===== config.mk =====
export PLATFORM = sky130hd
export DESIGN_NAME = qspi_prefetch_buffer
export DESIGN_NICKNAME = d
export VERILOG_FILES = /design/src/rtl/qspi_prefetch_pkg.sv /design/src/rtl/prefetch_fifo.sv /design/src/rtl/qspi_prefetch_buffer.sv
export SDC_FILE = /design/constraint.sdc
export NUM_CORES = 1
export LEC_CHECK = 0
export CAP_MARGIN = 25
export CORE_MARGIN = 1.5
export CORE_UTILIZATION = 45
export CTS_BUF_LIST = sky130_fd_sc_hd__clkbuf_8
export DETAILED_ROUTE_END_ITERATION = 8
export DONT_BUFFER_PORTS = 1
export REMOVE_ABC_BUFFERS = 1
export SLEW_MARGIN = 0
export SYNTH_ARGS = -nofsm -noshare
export SYNTH_HDL_FRONTEND = slang
export SYNTH_SLANG_ARGS = --single-unit
export TNS_END_PERCENT = 1

===== constraint.sdc =====
create_clock -name clk -period 5.2 [get_ports clk]
set_input_delay 0.52 -clock clk [delete_from_list [all_inputs] [get_ports clk]]
set_output_delay 0.52 -clock clk [all_outputs]
set_load 0.1 [all_outputs]

===== src/rtl/qspi_prefetch_pkg.sv =====
// Shared definitions for the QSPI instruction prefetch buffer.
//   state_e        : prefetch FSM states
//   DATA_BITS      : flash / instruction halfword width
//   swap_halfword  : converts a big-endian flash word into a little-endian halfword
package qspi_prefetch_pkg;

    localparam int unsigned DATA_BITS = 16;

    typedef enum logic [1:0] {
        IDLE   = 2'd0,
        STOP   = 2'd1,
        START  = 2'd2,
        STREAM = 2'd3
    } state_e;

    // Flash puts the lower-address byte in [15:8]; the CPU expects it in [7:0].
    function automatic logic [DATA_BITS-1:0] swap_halfword(input logic [DATA_BITS-1:0] w);
        return {w[7:0], w[15:8]};
    endfunction

endpackage


===== src/rtl/prefetch_fifo.sv =====
// Synchronous FIFO for the prefetch buffer.
//   clk, rstn   : clock, synchronous active-low reset
//   flush       : empties the FIFO; overrides every other request
//   push/push_data : enqueue one entry (ignored when full)
//   pop         : dequeue one entry (ignored when empty or when dropping)
//   drop/drop_cnt  : discard drop_cnt entries from the head in one cycle
//   head_data   : head entry, zero when empty
//   count/full/empty : occupancy
module prefetch_fifo #(
    parameter int unsigned DEPTH = 4,
    parameter int unsigned WIDTH = 16,
    localparam int unsigned PTR_BITS = $clog2(DEPTH),
    localparam int unsigned CNT_BITS = PTR_BITS + 1
) (
    input  logic                clk,
    input  logic                rstn,
    input  logic                flush,
    input  logic                push,
    input  logic [WIDTH-1:0]    push_data,
    input  logic                pop,
    input  logic                drop,
    input  logic [PTR_BITS-1:0] drop_cnt,
    output logic [WIDTH-1:0]    head_data,
    output logic [CNT_BITS-1:0] count,
    output logic                full,
    output logic                empty
);

    logic [WIDTH-1:0]    mem_q [DEPTH];
    logic [WIDTH-1:0]    mem_d [DEPTH];
    logic [PTR_BITS-1:0] rd_ptr_q, rd_ptr_d;
    logic [PTR_BITS-1:0] wr_ptr_q, wr_ptr_d;
    logic [CNT_BITS-1:0] count_q, count_d;
    logic                push_ok, pop_ok;

    assign full      = (count_q == CNT_BITS'(DEPTH));
    assign empty     = (count_q == '0);
    assign count     = count_q;
    assign head_data = empty ? '0 : mem_q[rd_ptr_q];

    always_comb begin
        mem_d    = mem_q;
        rd_ptr_d = rd_ptr_q;
        wr_ptr_d = wr_ptr_q;
        count_d  = count_q;
        push_ok  = push && !full;
        pop_ok   = pop && !empty && !drop;
        if (flush) begin
            rd_ptr_d = '0;
            wr_ptr_d = '0;
            count_d  = '0;
        end else begin
            if (push_ok) begin
                mem_d[wr_ptr_q] = push_data;
                wr_ptr_d        = wr_ptr_q + 1'b1;
            end
            if (drop) begin
                rd_ptr_d = rd_ptr_q + drop_cnt;
            end else if (pop_ok) begin
                rd_ptr_d = rd_ptr_q + 1'b1;
            end
            count_d = count_q + CNT_BITS'(push_ok)
                    - (drop ? CNT_BITS'(drop_cnt) : CNT_BITS'(pop_ok));
        end
    end

    always_ff @(posedge clk) begin
        if (!rstn) begin
            rd_ptr_q <= '0;
            wr_ptr_q <= '0;
            count_q  <= '0;
        end else begin
            rd_ptr_q <= rd_ptr_d;
            wr_ptr_q <= wr_ptr_d;
            count_q  <= count_d;
        end
    end

    // Storage needs no reset: head_data is masked while empty.
    always_ff @(posedge clk) begin
        mem_q <= mem_d;
    end

endmodule


===== src/rtl/qspi_prefetch_buffer.sv =====
// Instruction prefetch stage between the CPU fetch port and the QSPI flash controller.
//   clk, rstn          : clock, synchronous active-low reset
//   redirect, redirect_addr : CPU fetch redirect (bit 0 ignored)
//   instr_valid/data/addr, instr_ready : CPU halfword port, little-endian data
//   flash_addr, flash_start_read, flash_stop_read : stream control to the controller
//   flash_stall_read   : holds controller data while the FIFO is full
//   flash_data, flash_data_ready, flash_busy : controller read stream and status
module qspi_prefetch_buffer
    import qspi_prefetch_pkg::*;
#(
    parameter int unsigned ADDR_BITS = 24,
    parameter int unsigned DEPTH     = 4
) (
    input  logic                 clk,
    input  logic                 rstn,
    input  logic                 redirect,
    input  logic [ADDR_BITS-1:0] redirect_addr,
    output logic                 instr_valid,
    output logic [DATA_BITS-1:0] instr_data,
    output logic [ADDR_BITS-1:0] instr_addr,
    input  logic                 instr_ready,
    output logic [ADDR_BITS-1:0] flash_addr,
    output logic                 flash_start_read,
    output logic                 flash_stop_read,
    output logic                 flash_stall_read,
    input  logic [DATA_BITS-1:0] flash_data,
    input  logic                 flash_data_ready,
    input  logic                 flash_busy
);

    localparam int unsigned PTR_BITS = $clog2(DEPTH);
    localparam int unsigned CNT_BITS = PTR_BITS + 1;
    localparam logic [ADDR_BITS-1:0] HALF_STEP = ADDR_BITS'(2);

    state_e               state_q, state_d;
    logic [ADDR_BITS-1:0] fetch_ptr_q, fetch_ptr_d;
    logic [ADDR_BITS-1:0] rd_addr_q, rd_addr_d;
    logic                 dup_q, dup_d;
    logic                 stop_q, stop_d;

    logic [ADDR_BITS-1:0] target, offset;
    logic                 hit, miss, acc, pop;
    logic [PTR_BITS-1:0]  drop_cnt;
    logic [DATA_BITS-1:0] fifo_head;
    logic [CNT_BITS-1:0]  fifo_count;
    logic                 fifo_full, fifo_empty;

    prefetch_fifo #(
        .DEPTH (DEPTH),
        .WIDTH (DATA_BITS)
    ) u_fifo (
        .clk       (clk),
        .rstn      (rstn),
        .flush     (miss),
        .push      (acc),
        .push_data (swap_halfword(flash_data)),
        .pop       (pop),
        .drop      (hit),
        .drop_cnt  (drop_cnt),
        .head_data (fifo_head),
        .count     (fifo_count),
        .full      (fifo_full),
        .empty     (fifo_empty)
    );

    always_comb begin
        target   = redirect_addr & ~ADDR_BITS'(1);
        // Modular distance from the head; a hit lies within the stored halfwords only.
        offset   = target - rd_addr_q;
        hit      = redirect && (state_q == STREAM) && !fifo_empty
                && (offset < ADDR_BITS'({fifo_count, 1'b0}));
        miss     = redirect && !hit;
        drop_cnt = offset[PTR_BITS:1];
        // dup_q masks the repeated data_ready the controller emits after a stall release.
        acc      = (state_q == STREAM) && flash_data_ready && !fifo_full && !dup_q;
        pop      = !fifo_empty && instr_ready && !redirect;
    end

    always_comb begin
        state_d     = state_q;
        fetch_ptr_d = fetch_ptr_q;
        rd_addr_d   = rd_addr_q;
        dup_d       = acc;
        stop_d      = miss;

        case (state_q)
            IDLE:    state_d = IDLE;
            STOP:    state_d = START;
            START:   if (!flash_busy) state_d = STREAM;
            STREAM:  state_d = STREAM;
            default: state_d = IDLE;
        endcase

        if (miss) begin
            state_d     = STOP;
            fetch_ptr_d = target;
        end else if (acc) begin
            fetch_ptr_d = fetch_ptr_q + HALF_STEP;
        end

        if (redirect) begin
            rd_addr_d = target;
        end else if (pop) begin
            rd_addr_d = rd_addr_q + HALF_STEP;
        end
    end

    always_ff @(posedge clk) begin
        if (!rstn) begin
            state_q     <= IDLE;
            fetch_ptr_q <= '0;
            rd_addr_q   <= '0;
            dup_q       <= 1'b0;
            stop_q      <= 1'b0;
        end else begin
            state_q     <= state_d;
            fetch_ptr_q <= fetch_ptr_d;
            rd_addr_q   <= rd_addr_d;
            dup_q       <= dup_d;
            stop_q      <= stop_d;
        end
    end

    // Start must coincide with the cycle the controller reports idle, so it is
    // decoded from the START state rather than registered.
    assign flash_start_read = (state_q == START) && !flash_busy && !redirect;
    assign flash_stop_read  = stop_q;
    assign flash_addr       = fetch_ptr_q;
    assign flash_stall_read = fifo_full;
    assign instr_valid      = !fifo_empty;
    assign instr_data       = fifo_head;
    assign instr_addr       = rd_addr_q;

endmodule


==> key figures <==
Status
  – Outcome: complete, no violations

Setup path
  – Worst-path maximum fanout: 4
  – CP max stage cell: fa_1
  – Kind of critical path: reg -> reg
  – Worst reg-to-reg path cell count: 19
  – Slowest cell delay on critical path: 0.54 ns
  – Worst R2R Setup Slack: 0.40 ns
  – Setup crit end kind: register
  – Crit path DAT: ~5 ns
  – Critical path launch point type: register
  – Required @ worst endpoint: 5.55 ns
  – Reg-to-Reg Start: instr_addr[1]
  – CP cell instances: ha_1 -> fa_1 -> inv_1 -> ha_1 -> a21boi_0 -> o21ai_0 -> o311ai_0 -> or4_1 -> a2111oi_2 -> nand4_1 -> nor4_4 -> and2_1 -> inv_1 -> o22ai_1 -> ha_1 -> inv_1 -> ha_1 -> fa_1 -> and3_1
  – Critical Path Most Common Cell: ha_1
  – R2r endpoint: u_fifo.count[1]

Worst hold path
  – Hold path start: flash_data[15]
  – Worst hold endpoint: u_fifo.mem_q[39]
  – Hold Crit Class: in -> reg
  – Hold Path Depth: 0

Global route
  – Pin count of the biggest net entering global routing: 54
  – Overflow left after global routing: 0
  – First-pass GRT wire length: between 20000 and 30000 um
  – Global-route usage over all layers: 22.0%
  – Initial antenna violation count: 0
  – Vias in the first global route: 5455

Power
  – Leak pwr: 0.00292 uW
  – Worst IR drop on VDD: 172 uV
  – Int Pwr: 1610 uW
  – Switching Fraction: ~33%
  – Net load switching power: 807 uW
  – Pwr/cell area: 301 mW/mm^2
  – Clock Power Share: 36.7%
  – Flop pwr share: 46.4%
  – Comb pwr share: 16.9%

Synth
  – Cells after synthesis: 708
  – Area contributors post-synth: edfxtp_1, dfxtp_1, ha_1, mux4_2, xnor2_1
  – Cell Area, Synth: 0.00706 sq mm
  – Post-synthesis cell type count: 63
  – Synth Register Bits: approximately 120
  – EDFF count, synth: 64
  – Syn. warnings: 0
  – Post-synth top area share: 27.2%
  – Sequential-to-total area share from yosys stat: 43.4%
  – Area leader, netlist: edfxtp_1
  – Async SR Flop Fraction: 0%
  – Primary FF master, synth: edfxtp_1
  – Mean post-synth cell area: between 9 and 10 sq um

Finish
  – Most frequent cells in the layout: nand2_1, edfxtp_1, dfxtp_1
  – Ratio of cells with drive above 1 in the final layout: 18.0%
  – Filler instances: 1377
  – Final Core Density: between 50 and 60%
  – Fin cells: between 900 and 1000
  – Layout Nets: around 810
  – Area Overhead vs Synth: 13.4%
  – Final instance area: about 0.0080 sq mm
  – Diode count: 0

STA
  – Period utilization: between 90 and 100%
  – Clock skew: 0.0133 ns
  – Minimum clock period: roughly 4.8 ns
  – Fin. Hold Viols: 0
  – RSZ-0062 raised after global routing: no
  – Count of final max-slew check failures: 0
  – Rel. slew slack: 27.4%
  – Worst Tran Pin Value: 1.08 ns
  – # setup viols final: 0
  – Max Clk Rate: 208 MHz

Routing
  – WL final: 17300 um
  – Initial DRC Count: roughly 340
  – Final ANT Viol Nets: 0
  – TritonRoute pass-1 iters: 5
  – Vias/cell: around 5.6
  – Wire per inst: 18.1 um
  – Via count: 5345
  – DR DRC count: 0

Floorplan
  – I/O pins: 114
  – Die height: between 100 and 150 um
  – # rows: between 40 and 50
  – Starting density of the core: 46.3%
  – Die width: 128 um
  – DIE AREA: 0.0165 sq mm
  – Core ar.: 0.0153 sq mm

Placement
  – # placed instances: about 900
  – Port Buf Inserts: 0
  – Area after DPL: 0.00752 sq mm
  – Gpl congestion: between 0.8 and 0.9
  – Post-DP HPWL: 12800 um

Clock network
  – CTS Buffer Depth: 2
  – CTS tree: built
  – Clock Tree Root: clkbuf_8
  – Clock transition at path regs: about 0.08 ns
  – H-tree depth: 4
  – CTS buffer count: 17
  – Sink Count: roughly 120
  – Skew-Pair Late Insertion Delay: 0.46 ns
  – # hold bufs at CTS: 0

Run
  – Maxcap violations: 0
==> synth_stat cells (4+ instances only) <==
cell / n
clkbuf_1: 24
and4_1: 4
nand2_1: 64
inv_1: 47
o31ai_1: 4
a21oi_1: 30
mux4_2: 16
and3_1: 23
edfxtp_1: 64
nand4_1: 14
dfxtp_1: 57
nand3_1: 20
buf_4: 6
o211ai_1: 6
a211oi_1: 4
a21oi_2: 20
nor2b_1: 20
xnor2_1: 35
nor2_1: 24
ha_1: 34
nor3_1: 8
a21boi_0: 5
o21a_1: 6
o21ai_1: 20
xor2_1: 21
and2_1: 28
o21ai_0: 38
a21o_1: 11
==> registers in the layout (all words and copies together) (netlist names) <==
register,count
u_fifo.wr_ptr_q,2
state_q,2
u_fifo.rd_ptr_q,2
dup_q,1
flash_stop_read,1
u_fifo.mem_q,64
flash_addr,23
instr_addr,23
u_fifo.count,3
==> metrics by stage <==
| step | hold slack, ns | setup TNS, ns | setup slack [ns] | total power, uW |
|---|---|---|---|---|
| 2_1_floorplan | 0.476 | -37.89 | -0.585 | 1460 |
| 3_3_place_gp | 0.500 | 0 | 0.309 | 1530 |
| 3_5_place_dp | 0.514 | 0 | 0.183 | 1540 |
| 4_1_cts | 0.128 | 0 | 0.392 | 2430 |
| 5_1_grt | 0.126 | 0 | 0.0233 | 2510 |
| 6_report | 0.156 | 0 | 0.400 | 2410 |
==> worst max-delay path: cells and delay by family (launching register included) <==
family | cells | cell delay (ns)
buffers and inverters | 3 | 0.20
AND/OR/NAND/NOR | 5 | 1.39
AO/OA/AOI/OAI | 5 | 0.93
adder cells (fa/ha/maj) | 6 | 1.86
flip-flops | 1 | 0.33
==> timing repair <==
item,CTS,global route
gates resized for setup,0,1
endpoints found under the setup margin,0,1
setup buffers,0,0
==> power by group through the flow <==
stage | Combinational [uW] | Clock, uW | Sequential [uW]
after global placement | 385 | 0 | 1150
after detailed placement | 388 | 0 | 1150
after floorplan | 224 | 0 | 1230
after global routing | 443 | 946 | 1120
after CTS | 390 | 911 | 1130
final | 408 | 885 | 1120
==> kinds of logic after synthesis <==
logic type	share of synthesized area, %
flip-flops	43.4
XOR/XNOR	6.94
AO/OA/AOI/OAI	15.2
AND/OR/NAND/NOR	17.1
buffers and inverters	5.08
other	0.0531
adder cells (fa/ha/maj)	6.59
multiplexers	5.69
==> cell type report <==
cell class                 count  area (sq um)  area share [%]
multi-input combinational    505          3710            46.3
sequential                   121          3060            38.3
timing repair buffer          40           380            4.75
tap                          211           264            3.30
clock buffer                  17           234            2.92
clock inverter                15           179            2.23
inverter                      47           176            2.20
==> how the worst max path moves through the flow <==
stage / startpoint / end / slack (ns)
final: instr_addr[1] / u_fifo.count[1] / 0.40
after detailed placement: redirect_addr[1] / u_fifo.count[1] / 0.18
after floorplan: instr_addr[1] / u_fifo.mem_q[0] / -0.58
after global placement: redirect_addr[1] / u_fifo.count[1] / 0.31
after global routing: instr_addr[1] / u_fifo.count[1] / 0.02
after CTS: instr_addr[1] / u_fifo.count[1] / 0.39
==> per-layer routing <==
layer	routed length (um)	vias to the layer above	GRT usage, %
met2	8210	158	36.3
met5	0	-	0
met4	237	0	6.94
met3	1210	18	6.47
met1	7620	2583	28.0
li1	-	2586	-
No activity file was read; power rests on OpenSTA's default activity.
